===== src/rtl/ddr3_axis_ctrl_if.sv =====
//==============================================================================
// Module      : ddr3_axis_ctrl_if
// Description : Byte-stream and DDR3 application-port bundle for ddr3_axis_ctrl.
// Revision    : 1.0 - initial release
//==============================================================================
`default_nettype none

interface ddr3_axis_ctrl_if #(
  parameter int ADDR_WIDTH = 28
) ();
  // Signal suffixes are relative to the controller: _i enters it, _o leaves it.
  logic                  s_tvalid_i;
  logic                  s_tready_o;
  logic                  s_tlast_i;
  logic [7:0]            s_tdata_i;
  logic                  m_tvalid_o;
  logic                  m_tready_i;
  logic                  m_tlast_o;
  logic [7:0]            m_tdata_o;
  logic [2:0]            app_cmd_o;
  logic                  app_cmd_en_o;
  logic                  app_cmd_rdy_i;
  logic [ADDR_WIDTH-1:0] app_addr_o;
  logic [5:0]            app_burst_number_o;
  logic [127:0]          app_wr_data_o;
  logic                  app_wr_en_o;
  logic                  app_wr_end_o;
  logic                  app_wr_rdy_i;
  logic [15:0]           app_wr_mask_o;
  logic [127:0]          app_rd_data_i;
  logic                  app_rd_valid_i;
  logic                  app_rd_end_i;

  modport master (
    input  s_tvalid_i, s_tlast_i, s_tdata_i, m_tready_i,
    input  app_cmd_rdy_i, app_wr_rdy_i, app_rd_data_i, app_rd_valid_i, app_rd_end_i,
    output s_tready_o, m_tvalid_o, m_tlast_o, m_tdata_o,
    output app_cmd_o, app_cmd_en_o, app_addr_o, app_burst_number_o,
    output app_wr_data_o, app_wr_en_o, app_wr_end_o, app_wr_mask_o
  );

  modport slave (
    output s_tvalid_i, s_tlast_i, s_tdata_i, m_tready_i,
    output app_cmd_rdy_i, app_wr_rdy_i, app_rd_data_i, app_rd_valid_i, app_rd_end_i,
    input  s_tready_o, m_tvalid_o, m_tlast_o, m_tdata_o,
    input  app_cmd_o, app_cmd_en_o, app_addr_o, app_burst_number_o,
    input  app_wr_data_o, app_wr_en_o, app_wr_end_o, app_wr_mask_o
  );
endinterface

`default_nettype wire


===== src/rtl/ddr3_axis_ctrl.sv =====
//==============================================================================
// Module      : ddr3_axis_ctrl
// Description : Turns 8-bit command packets into single-burst DDR3 app commands
//               and streams 128-bit read words back as 16-byte packets.
// Revision    : 1.0 - initial release
//==============================================================================
`default_nettype none

module ddr3_axis_ctrl #(
  parameter int         ADDR_WIDTH = 28,
  parameter logic [2:0] CMD_WRITE  = 3'b000,
  parameter logic [2:0] CMD_READ   = 3'b001,
  parameter int         TIMEOUT    = 1023
) (
  input  wire logic             clock,
  input  wire logic             reset,
  input  wire logic             calib_i,
  ddr3_axis_ctrl_if.master      bus,
  output logic                  busy_o,
  output logic [7:0]            err_count_o
);

  typedef enum logic [3:0] {
    S_INIT  = 4'd0,
    S_IDLE  = 4'd1,
    S_ADDR  = 4'd2,
    S_WDAT  = 4'd3,
    S_WCMD  = 4'd4,
    S_RCMD  = 4'd5,
    S_RWAIT = 4'd6,
    S_RSEND = 4'd7,
    S_DROP  = 4'd8
  } state_t;

  localparam logic [9:0] c_timeout = 10'(TIMEOUT);

  state_t         r_state;
  state_t         w_state_nxt;
  logic           r_is_write;
  logic [14:0]    r_addr;
  logic [3:0]     r_cnt;
  logic [9:0]     r_timer;
  logic [127:0]   r_data;
  logic [7:0]     r_err;
  logic           r_cmd_pend;
  logic           r_wr_pend;
  logic           w_cmd_pend_nxt;
  logic           w_wr_pend_nxt;
  logic           w_err;
  logic           w_s_ready;
  logic           w_take;

  assign w_s_ready = (r_state == S_IDLE) || (r_state == S_ADDR) ||
                     (r_state == S_WDAT) || (r_state == S_DROP);
  assign w_take    = bus.s_tvalid_i & w_s_ready;

  always_ff @(posedge clock) begin
    if (reset) r_state <= S_INIT;
    else       r_state <= w_state_nxt;
  end

  always_comb begin
    w_state_nxt    = r_state;
    w_err          = 1'b0;
    w_cmd_pend_nxt = r_cmd_pend;
    w_wr_pend_nxt  = r_wr_pend;
    case (r_state)
      S_INIT:  if (calib_i) w_state_nxt = S_IDLE;
      S_IDLE: begin
        if (w_take) begin
          if (bus.s_tlast_i) w_err       = 1'b1;
          else               w_state_nxt = S_ADDR;
        end
      end
      S_ADDR: begin
        if (w_take) begin
          if (!r_is_write) begin
            if (bus.s_tlast_i) w_state_nxt = S_RCMD;
            else begin w_err = 1'b1; w_state_nxt = S_DROP; end
          end else if (bus.s_tlast_i) begin
            w_err = 1'b1; w_state_nxt = S_IDLE;
          end else begin
            w_state_nxt = S_WDAT;
          end
        end
      end
      S_WDAT: begin
        if (w_take) begin
          if (r_cnt == 4'd15) begin
            if (bus.s_tlast_i) w_state_nxt = S_WCMD;
            else begin w_err = 1'b1; w_state_nxt = S_DROP; end
          end else if (bus.s_tlast_i) begin
            w_err = 1'b1; w_state_nxt = S_IDLE;
          end
        end
      end
      S_WCMD: begin
        // Command and data handshakes retire independently, in any order.
        if (r_cmd_pend && bus.app_cmd_rdy_i) w_cmd_pend_nxt = 1'b0;
        if (r_wr_pend && bus.app_wr_rdy_i)   w_wr_pend_nxt  = 1'b0;
        if (!w_cmd_pend_nxt && !w_wr_pend_nxt) w_state_nxt = S_IDLE;
      end
      S_RCMD:  if (bus.app_cmd_rdy_i) w_state_nxt = S_RWAIT;
      S_RWAIT: begin
        if (bus.app_rd_valid_i) begin
          w_state_nxt = S_RSEND;
          if (!bus.app_rd_end_i) w_err = 1'b1;
        end else if (r_timer == c_timeout) begin
          w_err = 1'b1; w_state_nxt = S_IDLE;
        end
      end
      S_RSEND: if (bus.m_tready_i && r_cnt == 4'd15) w_state_nxt = S_IDLE;
      S_DROP:  if (w_take && bus.s_tlast_i) w_state_nxt = S_IDLE;
      default: w_state_nxt = S_INIT;
    endcase
    if (bus.app_rd_valid_i && r_state != S_RWAIT) w_err = 1'b1;
  end

  always_ff @(posedge clock) begin
    if (reset) begin
      r_is_write <= 1'b0;
      r_addr     <= '0;
      r_cnt      <= '0;
      r_timer    <= '0;
      r_data     <= '0;
      r_err      <= '0;
      r_cmd_pend <= 1'b0;
      r_wr_pend  <= 1'b0;
    end else begin
      if (r_state == S_IDLE && w_take) begin
        r_is_write    <= bus.s_tdata_i[7];
        r_addr[14:8]  <= bus.s_tdata_i[6:0];
      end
      if (r_state == S_ADDR && w_take) r_addr[7:0] <= bus.s_tdata_i;

      if (r_state == S_WDAT) begin
        if (w_take) begin
          r_cnt  <= r_cnt + 4'd1;
          r_data <= {r_data[119:0], bus.s_tdata_i};
        end
      end else if (r_state == S_RSEND) begin
        if (bus.m_tready_i) begin
          r_cnt  <= r_cnt + 4'd1;
          r_data <= {r_data[119:0], 8'h00};
        end
      end else begin
        r_cnt <= '0;
      end
      if (r_state == S_RWAIT && bus.app_rd_valid_i) r_data <= bus.app_rd_data_i;

      r_timer <= (r_state == S_RWAIT) ? r_timer + 10'd1 : 10'd0;

      // Pending flags sit at 1 outside WCMD so both enables rise on entry.
      if (r_state == S_WCMD) begin
        r_cmd_pend <= w_cmd_pend_nxt;
        r_wr_pend  <= w_wr_pend_nxt;
      end else begin
        r_cmd_pend <= 1'b1;
        r_wr_pend  <= 1'b1;
      end

      if (w_err && r_err != 8'hFF) r_err <= r_err + 8'd1;
    end
  end

  assign bus.s_tready_o         = w_s_ready;
  assign bus.m_tvalid_o         = (r_state == S_RSEND);
  assign bus.m_tlast_o          = (r_state == S_RSEND) && (r_cnt == 4'd15);
  assign bus.m_tdata_o          = r_data[127:120];
  assign bus.app_cmd_o          = (r_state == S_WCMD) ? CMD_WRITE : CMD_READ;
  assign bus.app_cmd_en_o       = (r_state == S_RCMD) || (r_state == S_WCMD && r_cmd_pend);
  assign bus.app_addr_o         = {{(ADDR_WIDTH-18){1'b0}}, r_addr, 3'b000};
  assign bus.app_burst_number_o = 6'd0;
  assign bus.app_wr_data_o      = r_data;
  assign bus.app_wr_en_o        = (r_state == S_WCMD) && r_wr_pend;
  assign bus.app_wr_end_o       = (r_state == S_WCMD) && r_wr_pend;
  assign bus.app_wr_mask_o      = 16'd0;
  assign busy_o                 = (r_state != S_IDLE);
  assign err_count_o            = r_err;

endmodule

`default_nettype wire


===== src/flat_wrapper.sv =====
// flat-port wrapper written by rule: the top's interface ports become plain ports
module ddr3_axis_ctrl_flat 
#(
  parameter int         ADDR_WIDTH = 28,
  parameter logic [2:0] CMD_WRITE  = 3'b000,
  parameter logic [2:0] CMD_READ   = 3'b001,
  parameter int         TIMEOUT    = 1023
)
  (clock, reset, calib_i, busy_o, err_count_o, bus_s_tvalid_i, bus_s_tlast_i, bus_s_tdata_i, bus_m_tready_i, bus_app_cmd_rdy_i, bus_app_wr_rdy_i, bus_app_rd_data_i, bus_app_rd_valid_i, bus_app_rd_end_i, bus_s_tready_o, bus_m_tvalid_o, bus_m_tlast_o, bus_m_tdata_o, bus_app_cmd_o, bus_app_cmd_en_o, bus_app_addr_o, bus_app_burst_number_o, bus_app_wr_data_o, bus_app_wr_en_o, bus_app_wr_end_o, bus_app_wr_mask_o);
  ddr3_axis_ctrl_if #(.ADDR_WIDTH(ADDR_WIDTH)) bus_i ();
  input  wire logic clock;
  input  wire logic reset;
  input  wire logic calib_i;
  output logic busy_o;
  output logic [7:0] err_count_o;
  input wire logic [$bits(bus_i.s_tvalid_i)-1:0] bus_s_tvalid_i;
  input wire logic [$bits(bus_i.s_tlast_i)-1:0] bus_s_tlast_i;
  input wire logic [$bits(bus_i.s_tdata_i)-1:0] bus_s_tdata_i;
  input wire logic [$bits(bus_i.m_tready_i)-1:0] bus_m_tready_i;
  input wire logic [$bits(bus_i.app_cmd_rdy_i)-1:0] bus_app_cmd_rdy_i;
  input wire logic [$bits(bus_i.app_wr_rdy_i)-1:0] bus_app_wr_rdy_i;
  input wire logic [$bits(bus_i.app_rd_data_i)-1:0] bus_app_rd_data_i;
  input wire logic [$bits(bus_i.app_rd_valid_i)-1:0] bus_app_rd_valid_i;
  input wire logic [$bits(bus_i.app_rd_end_i)-1:0] bus_app_rd_end_i;
  output wire logic [$bits(bus_i.s_tready_o)-1:0] bus_s_tready_o;
  output wire logic [$bits(bus_i.m_tvalid_o)-1:0] bus_m_tvalid_o;
  output wire logic [$bits(bus_i.m_tlast_o)-1:0] bus_m_tlast_o;
  output wire logic [$bits(bus_i.m_tdata_o)-1:0] bus_m_tdata_o;
  output wire logic [$bits(bus_i.app_cmd_o)-1:0] bus_app_cmd_o;
  output wire logic [$bits(bus_i.app_cmd_en_o)-1:0] bus_app_cmd_en_o;
  output wire logic [$bits(bus_i.app_addr_o)-1:0] bus_app_addr_o;
  output wire logic [$bits(bus_i.app_burst_number_o)-1:0] bus_app_burst_number_o;
  output wire logic [$bits(bus_i.app_wr_data_o)-1:0] bus_app_wr_data_o;
  output wire logic [$bits(bus_i.app_wr_en_o)-1:0] bus_app_wr_en_o;
  output wire logic [$bits(bus_i.app_wr_end_o)-1:0] bus_app_wr_end_o;
  output wire logic [$bits(bus_i.app_wr_mask_o)-1:0] bus_app_wr_mask_o;
  assign bus_i.s_tvalid_i = bus_s_tvalid_i;
  assign bus_i.s_tlast_i = bus_s_tlast_i;
  assign bus_i.s_tdata_i = bus_s_tdata_i;
  assign bus_i.m_tready_i = bus_m_tready_i;
  assign bus_i.app_cmd_rdy_i = bus_app_cmd_rdy_i;
  assign bus_i.app_wr_rdy_i = bus_app_wr_rdy_i;
  assign bus_i.app_rd_data_i = bus_app_rd_data_i;
  assign bus_i.app_rd_valid_i = bus_app_rd_valid_i;
  assign bus_i.app_rd_end_i = bus_app_rd_end_i;
  assign bus_s_tready_o = bus_i.s_tready_o;
  assign bus_m_tvalid_o = bus_i.m_tvalid_o;
  assign bus_m_tlast_o = bus_i.m_tlast_o;
  assign bus_m_tdata_o = bus_i.m_tdata_o;
  assign bus_app_cmd_o = bus_i.app_cmd_o;
  assign bus_app_cmd_en_o = bus_i.app_cmd_en_o;
  assign bus_app_addr_o = bus_i.app_addr_o;
  assign bus_app_burst_number_o = bus_i.app_burst_number_o;
  assign bus_app_wr_data_o = bus_i.app_wr_data_o;
  assign bus_app_wr_en_o = bus_i.app_wr_en_o;
  assign bus_app_wr_end_o = bus_i.app_wr_end_o;
  assign bus_app_wr_mask_o = bus_i.app_wr_mask_o;
  ddr3_axis_ctrl #(.ADDR_WIDTH(ADDR_WIDTH), .CMD_WRITE(CMD_WRITE), .CMD_READ(CMD_READ), .TIMEOUT(TIMEOUT)) u_core (.clock(clock), .reset(reset), .calib_i(calib_i), .bus(bus_i), .busy_o(busy_o), .err_count_o(err_count_o));
endmodule

===== config.mk =====
export PLATFORM = sky130hd
export DESIGN_NAME = ddr3_axis_ctrl_flat
export DESIGN_NICKNAME = d
export VERILOG_FILES = /design/src/rtl/ddr3_axis_ctrl_if.sv /design/src/rtl/ddr3_axis_ctrl.sv /design/src/flat_wrapper.sv
export SDC_FILE = /design/constraint.sdc
export NUM_CORES = 1
export LEC_CHECK = 0
export ABC_AREA = 1
export BUFFER_PORTS_ARGS = -buffer_cell sky130_fd_sc_hd__buf_2
export CELL_PAD_IN_SITES_DETAIL_PLACEMENT = 1
export CELL_PAD_IN_SITES_GLOBAL_PLACEMENT = 1
export CORE_MARGIN = 3
export CORE_UTILIZATION = 35
export DETAILED_ROUTE_END_ITERATION = 6
export PLACE_DENSITY_LB_ADDON = 0.3
export RECOVER_POWER = 25
export SKIP_CTS_REPAIR_TIMING = 1
export SKIP_LAST_GASP = 1
export SLEW_MARGIN = 10
export SYNTH_ARGS = -nofsm -noshare
export SYNTH_HDL_FRONTEND = slang
export SYNTH_SLANG_ARGS = --single-unit

===== constraint.sdc =====
create_clock -name clock -period 3.25 [get_ports clock]
set_input_delay 0.1625 -clock clock [delete_from_list [all_inputs] [get_ports clock]]
set_output_delay 0.1625 -clock clock [all_outputs]
set_load 0.01 [all_outputs]

# == Yosys cells after proc, flatten, opt, wreduce, memory -nomap -nowiden ==
# Cells that the tools add are included.
# totals
input_bits,146
register_bits,172
out_inout_bits,204
elab_cells,113
# classes
add_sub_neg,3
reduce_logical,26
bitwise,2
muxes,46
eq_ne,26
# ops
operator,count
$mux W128,5
$mux W4,20
$pmux W4 S9,1
$mux W1,18
$eq A4 B3 Y1 const B,4
$logic_and A1 B1 Y1,13
$reduce_and A11 Y1,1
$add A10 B1 Y10 const B,1
$eq A10 B10 Y1 const B,1
$ne A2 B1 Y1 const B,5
$ne A3 B2 Y1 const B,3
$add A8 B1 Y8 const B,1
$eq A4 B2 Y1 const B,2
$eq A4 B4 Y1 const B,2
$ne A2 B2 Y1 const B,4
$ne A8 B8 Y1 const B,1
$reduce_bool A3 Y1,2
$add A4 B1 Y4 const B,1
$eq A4 B1 Y1 const B,1
$logic_not A4 Y1,1
$logic_or A1 B1 Y1,4
$ne A4 B1 Y1 const B,1
$ne A4 B3 Y1 const B,1
$pmux W1 S4,1
8 further kinds,9

# == Logic depth before layout (Yosys ltp) ==
# Gate-level depths: netlist (run 1).
# logic_depth
ltp_word,9
ltp_mapped,15
mapped_depth_nobuf,15

# == Worst setup path before layout (run 1) ==
# No wires, ideal clock.
# synth_path
path_type,reg-to-reg
start,register u_core.r_cnt[0]
end,"register u_core.r_err[1], in the netlist u_core.err_count_o[1]"
t_required_ns,3.137
slack_ns,1.300
path_stages_with_launch,16
arrival_ns,1.837
setup_time_ns,0.113
n_path_buf,0
period_less_slack_ns,1.950
cell_sequence,dfxtp_1 -> ha_1 -> nand2_1 -> nor2_1 -> inv_1 -> ha_1 -> nand2_1 -> nand3_1 -> nor2_1 -> nor2_1 -> nand2_1 -> nand3_2 -> nand2_4 -> inv_2 -> nor2_1 -> nor2_1
# synth_between
elab_chain_cells,6
# synth_lines
item,line_no,rtl
from (decl),ddr3_axis_ctrl.sv:41,logic [3:0] r_cnt;
from (signal assigned),ddr3_axis_ctrl.sv:138,r_cnt <= r_cnt + 4'd1;
from (signal assigned),ddr3_axis_ctrl.sv:143,r_cnt <= r_cnt + 4'd1;
$eq A4 B4 Y1,ddr3_axis_ctrl.sv:89,if (r_cnt == 4'd15) begin
$mux W1,ddr3_axis_ctrl.sv:89,
$mux W1,ddr3_axis_ctrl.sv:88,if (w_take) begin
$pmux W1 S4,ddr3_axis_ctrl.sv:67,case (r_state)
$mux W1,ddr3_axis_ctrl.sv:116,if (bus.app_rd_valid_i && r_state != S_RWAIT) w_err = 1'b1;
$logic_and A1 B1 Y1,ddr3_axis_ctrl.sv:162,if (w_err && r_err != 8'hFF) r_err <= r_err + 8'd1;
to (signal assigned),ddr3_axis_ctrl.sv:162,
to (decl),ddr3_axis_ctrl.sv:44,logic [7:0] r_err;
# No other way between the ends.
# A chain may end at the register's enable or synchronous reset.

# == Worst setup path in the final report (run 1) ==
# layout_path
start,register u_core.r_state[1]
end,"register u_core.r_data[24], in the netlist u_core.bus.app_wr_data_o[24]"
# layout_between
elab_chain_cells,7
word_cells_on_any_way,17
cone_classes,eq/ne (7); mux (2); bitwise (1); reduce/logical (7)
# layout_lines
item,line_no,rtl
from (decl),ddr3_axis_ctrl.sv:37,state_t r_state;
from (signal assigned),ddr3_axis_ctrl.sv:59,else r_state <= w_state_nxt;
$eq A4 B1 Y1 or $eq A4 B2 Y1 (tied branches),ddr3_axis_ctrl.sv:53,assign w_s_ready = (r_state == S_IDLE) || (r_state == S_ADDR) ||
$logic_or A1 B1 Y1 (2 in series),ddr3_axis_ctrl.sv:53,
$logic_or A1 B1 Y1,ddr3_axis_ctrl.sv:54,(r_state == S_WDAT) || (r_state == S_DROP);
$and A1 B1 Y1,ddr3_axis_ctrl.sv:55,assign w_take = bus.s_tvalid_i & w_s_ready;
$ne A3 B2 Y1 (no line),n/a,
$reduce_and A3 Y1 (no line),n/a,
to (signal assigned),ddr3_axis_ctrl.sv:139,"r_data <= {r_data[119:0], bus.s_tdata_i};"
to (signal assigned),ddr3_axis_ctrl.sv:144,"r_data <= {r_data[119:0], 8'h00};"
to (signal assigned),ddr3_axis_ctrl.sv:149,if (r_state == S_RWAIT && bus.app_rd_valid_i) r_data <= bus.app_rd_data_i;
to (decl),ddr3_axis_ctrl.sv:43,logic [127:0] r_data;
# Several ways; a longest one is shown, not always the timed one.

==> results of run 1 <==
==> metrics by stage <==
stage / power [mW] / hold slack [ns] / setup slack [ns] / area [sq um] / std cells
after CTS: 5.42 / 0.0186 / 0.720 / 10700 / 1948
after global placement: 3.39 / 0.429 / 0.865 / 10100 / 1917
after global routing: 5.65 / 0.0359 / 0.458 / 10600 / 1949
final: 5.36 / 0.0352 / 0.651 / 10600 / 1949
after floorplan: 3.09 / 0.327 / 1.30 / 8860 / 1395
after detailed placement: 3.41 / 0.456 / 0.753 / 10100 / 1917
==> worst register-to-register path: stages, from the launching register on <==
cell     delay (ns)
dfxtp_1        0.38
nor2_1         0.26
nand3_1        0.17
a21oi_2        0.45
nand2_1        0.21
nand3_4        0.14
buf_12         0.35
nand2_1        0.37
a21oi_1        0.19
==> layout make-up <==
cell class | count | area, sq um
sequential | 172 | 3440
timing repair buffer | 323 | 1590
inverter | 35 | 136
clock inverter | 14 | 135
tap | 324 | 405
fill | 3393 | 13800
multi-input combinational | 1063 | 4460
antenna | 1 | 2.50
clock buffer | 17 | 425
==> routing by layer <==
metal | part of all wire | global-route usage | up-vias
li1 | - | - | 4662
met1 | 0.44 | 0.281 | 4450
met2 | 0.48 | 0.373 | 272
met3 | 0.064 | 0.0527 | 41
met4 | 0.017 | 0.0573 | 4
met5 | 0.00088 | 0 | -
==> cells by family after synthesis <==
logic type	after synthesis	synth area share
simple gates	832	0.370
compound gates	178	0.104
buf+inv	160	0.111
flops	172	0.395
xor+xnor	6	0.00602
other cells	1	0.000430
fa+ha+maj	10	0.0143
==> power breakdown <==
part / switching (mW) / internal (mW) / total (mW) / leakage [nW]
combinational: 0.776 / 0.338 / 1.11 / 3.29
clock: 0.935 / 1.07 / 2.00 / 0.269
sequential: 0.0742 / 2.17 / 2.24 / 1.39
total: 1.78 / 3.58 / 5.36 / 4.94
==> how the worst min path moves through the flow <==
stage,from,to,slack [ns]
2_1_floorplan,bus_s_tdata_i[0],u_core.r_addr[0],0.33
3_3_place_gp,u_core.r_timer[0],u_core.r_timer[0],0.43
3_5_place_dp,u_core.r_timer[9],u_core.r_timer[9],0.46
4_1_cts,bus_s_tdata_i[0],u_core.r_addr[8],0.02
6_report,bus_s_tdata_i[0],u_core.r_addr[8],0.04
5_1_grt,bus_s_tdata_i[2],u_core.r_addr[10],0.04
==> synthesized netlist by cell type, types with 2 or more instances <==
cell,count,area [sq um]
a211oi_1,3,22.5
ha_1,10,125
a21oi_1,153,766
nand4_1,3,18.8
o21ai_0,18,90.1
xnor2_1,3,26.3
inv_2,5,18.8
nand2_1,703,2640
nor2_1,75,282
nand2_2,3,18.8
buf_4,63,473
inv_1,30,113
xor2_1,3,26.3
nand3_1,37,185
dfxtp_1,172,3440
nand3b_1,3,22.5
nand3_2,2,20.0
buf_6,13,146
clkbuf_1,23,86.3
buf_2,26,130
nor3_1,4,20.0
==> sequential cells by signal, indices dropped and copies added, names as in the netlist <==
register                  flops
u_core.r_is_write             1
u_core.r_wr_pend              1
u_core.r_cnt                  4
u_core.bus.app_wr_data_o    128
u_core.r_cmd_pend             1
u_core.err_count_o            8
u_core.r_addr                15
u_core.r_state                4
u_core.r_timer               10
==> flow_summary.toml, run 1 <==
[run_status]
status = "finished clean"

[critical_path]
reg2reg_depth = 8
path_cells = "nor2_1 > nand3_1 > a21oi_2 > nand2_1 > nand3_4 > buf_12 > nand2_1 > a21oi_1"
cp.required_ns = 3.61
r2r-end = "u_core.bus.app_wr_data_o[24]"
rr_startpoint = "u_core.r_state[1]"
crit_buf_inv = 1
crit_path_top_delay_cell = "a21oi_2"
slowest_delay_ns = 0.45
crit_top_cell = "nand2_1"
endpoint_kind = "register"
path_class = "register to register"
worstPathMaxFanout = 128
rrSetupSlack_ns = 0.65
crit_cells = 8
crit_end = "u_core.bus.app_wr_data_o[24]"
worstSetupStartpointType = "register"
crit_start = "u_core.r_state[1]"
cp_data_arrival_time_ns = 2.96
cp_top_family = "simple AND/OR/NAND/NOR gates"

[drt]
drt-initial-drc-count = 481
via_per_inst = 4.84
firstDrtPassIters = 7
drtAntennaViolNets = 0
totalWireLength_mm = 30.7
avgRoutedWirePerCell_microns = 15.8
drc = 0
vias = 9429

[die]
die_width_microns = 164
start_util = 0.358
die_h_microns = 164
pin_count = 350
dieArea_sq_um = 26900
coreArea_sq_um = 24400
rows = 57

[place]
io_buffers = 312
gp_congestion = 0.918
hpwl_mm = 22.1

[cells_and_area]
final_common_cell = "nand2_1"
drive_gt1_frac = 0.174
final_cell_mix = "nand2_1, buf_2, dfxtp_1"
nets = 1768
fin_util = 0.435
area_growth_pct = 21.5

[min_path]
hold_path.class = "input pin to register"
worstHoldPathCells = 3

[sta]
fin_tns_setup_ns = 0
finalHoldViolCount = 0
setup_viol = 0
tightest_slew_ns = 0.775
fin_skew_ns = 0.0123
max_freq_ghz = 0.385
rsz0062_at_grt = "false"
slew_headroom = 0.484
period_minus_slack_ns = 2.60
period_share = 0.800
slew_viol_final = 0

[global_routing]
grt-ovfl-total = 0
grt_use_total = 0.220
grt_pass1_wl_mm = 47.6
antenna_found_initial = 3
grt_max_degree = 129
grt_pass1_vias = 9082

[yosys]
synth_warnings = 0
synthCells = 1359
synth_edf_count = 0
netlist_area_sq_um = 8730
synth.ff_latch_count = 172
seq_area_frac_synth = 0.395
async_flop_share = 0
synth-main-ff-cell = "dfxtp_1"
synth_cell_type_count = 28
syn_avg_cell_area_sq_um = 6.42

[power]
power_density_nw_per_um2 = 506
power_leakage_nw = 4.94
ir_drop_mv = 0.289

[clock_tree]
cts_buffer_depth = 2
cts_tree = "built"
clkSlewWorstSetupHoldPaths_ns = 0.07
h-tree-depth = 4
clock-root-buffer = "clkbuf_16"
numCtsBuffers = 17
cts_sinks = 172
insertion_delay_ns = 0.43

[run]
cap_viol_max_count = 0
(Power assumes the default switching activity.)
==> run 2, diff against run 1 <==
--- a/config.mk
+++ b/config.mk
@@ -10,7 +10,7 @@
 export CELL_PAD_IN_SITES_DETAIL_PLACEMENT = 1
 export CELL_PAD_IN_SITES_GLOBAL_PLACEMENT = 1
 export CORE_MARGIN = 3
-export CORE_UTILIZATION = 35
+export CORE_UTILIZATION = 30
 export DETAILED_ROUTE_END_ITERATION = 6
 export PLACE_DENSITY_LB_ADDON = 0.3
 export RECOVER_POWER = 25
==> constraint.sdc (replaced) <==
create_clock -name clock -period 2.1 [get_ports clock]
set_input_delay 0.105 -clock clock [delete_from_list [all_inputs] [get_ports clock]]
set_output_delay 0.105 -clock clock [all_outputs]
set_load 0.01 [all_outputs]
==> flow_summary.toml, run 2 (synthesis results as in run 1) <==
[drt]
drtAntennaViolNets = 0
drc = 0
via_per_inst = 4.63
avgRoutedWirePerCell_microns = 16.2
drt-initial-drc-count = 395
vias = 9389
firstDrtPassIters = 4
totalWireLength_mm = 32.8

[critical_path]
rrSetupSlack_ns = 0.16
reg2reg_depth = 8
path_class = "register to register"
r2r-end = "u_core.bus.app_wr_data_o[11]"
worstSetupStartpointType = "register"
cp.required_ns = 2.40
rr_startpoint = "u_core.r_state[1]"
cp_data_arrival_time_ns = 2.24
worstPathMaxFanout = 40
endpoint_kind = "register"

[clock_tree]
h-tree-depth = 4
insertion_delay_ns = 0.43
clock-root-buffer = "clkbuf_16"
numCtsBuffers = 17
clkSlewWorstSetupHoldPaths_ns = 0.08
cts_sinks = 172
cts_buffer_depth = 2
cts_tree = "built"

[power]
power_leakage_nw = 5.12
pwr-share-clk = 0.377
combPwrFrac = 0.219
p_seq_frac = 0.404
swShare = 0.342
ir_drop_mv = 0.415
netSwitchingPower_mw = 2.95
power_density_nw_per_um2 = 778
power.internal_mw = 5.66

[global_routing]
grt_pass1_vias = 9018
grt_pass1_wl_mm = 49.0
grt_use_total = 0.195
grt_max_degree = 82
antenna_found_initial = 2
grt-ovfl-total = 0

[place]
hpwl_mm = 23.2
gp_congestion = 0.834
dpl_cell_area_sq_um = 10400
io_buffers = 312

[die]
coreArea_sq_um = 28200
rows = 61
die_width_microns = 177
die_h_microns = 177
dieArea_sq_um = 31200
pin_count = 350
start_util = 0.309

[sta]
fin_skew_ns = 0.0163
hold_slack_ns = -0.0000305
slew_headroom = 0.520
fin_tns_setup_ns = 0
period_minus_slack_ns = 1.94
rsz0062_at_grt = "true"
max_freq_ghz = 0.516
slew_viol_final = 0
period_share = 0.923
finalHoldViolCount = 1
setup_viol = 0
tightest_slew_ns = 0.719

[run_status]
failed_checks = "negative hold slack"
status = "finished, violations left"

[cells_and_area]
fin_util = 0.391
final_cell_mix = "nand2_1, buf_2, dfxtp_1"
area_growth_pct = 26.7
final_common_cell = "nand2_1"
largest_register_ffs = 128
nets = 1790
drive_gt1_frac = 0.191
stdcell_area_sq_um = 11100

[min_path]
hold_path.class = "input pin to register"
min_to = "u_core.r_addr[0]"
worstHoldStart = "bus_s_tdata_i[0]"
worstHoldPathCells = 3

[run]
cap_viol_max_count = 0
## run 2: layout make-up
cell class | instances | area (sq um)
diodes | 2 | 5.00
clock buffers | 19 | 453
clock inverters | 13 | 136
fillers | 3817 | 17200
inverters | 35 | 136
multi-input cells | 1063 | 4520
flip-flops and latches | 172 | 3450
well taps | 378 | 473
repair buffers | 345 | 1890
## run 2: how the worst max path moves through the flow
stage          cells past startpoint                      endpoint               from
2_1_floorplan                     15         u_core.err_count_o[1]    u_core.r_cnt[0]
3_3_place_gp                      14         u_core.err_count_o[4]    u_core.r_cnt[0]
3_5_place_dp                      14         u_core.err_count_o[6]    u_core.r_cnt[1]
4_1_cts                           14         u_core.err_count_o[7]    u_core.r_cnt[1]
5_1_grt                           14         u_core.err_count_o[4]    u_core.r_cnt[0]
6_report                           8  u_core.bus.app_wr_data_o[11]  u_core.r_state[1]
## run 2: per-stage QoR
stage	worst slack, ns	total power, mW	hold slack (ns)	cells
floorplan	0.150	4.79	0.269	1395
global placement	0.120	5.33	0.419	1984
detailed placement	0.0344	5.35	0.428	1984
CTS	0.0350	8.62	-0.0358	2016
global route	-0.0494	9.07	0.00124	2027
finish	0.161	8.61	-0.0000305	2027
## run 2: per-layer routing
metal | track usage | wire [microns]
met1 | 0.265 | 15200
met2 | 0.320 | 15500
met3 | 0.0346 | 1680
met4 | 0.0504 | 446
met5 | 0 | 0
## run 2: critical path: stages, from the launching register on
cell,delay (ns)
dfxtp_1,0.47
nand2_1,0.19
nor2_1,0.29
nand2_1,0.14
nand3_4,0.21
inv_4,0.10
clkbuf_16,0.24
nand2_1,0.09
a21oi_1,0.06
## run 2: power by group through the flow
stage,Sequential [mW],Combinational (mW),Clock (mW)
3_5_place_dp,3.54,1.81,0
6_report,3.48,1.89,3.24
2_1_floorplan,3.52,1.26,0
4_1_cts,3.46,1.82,3.33
3_3_place_gp,3.54,1.79,0
5_1_grt,3.50,2.10,3.48
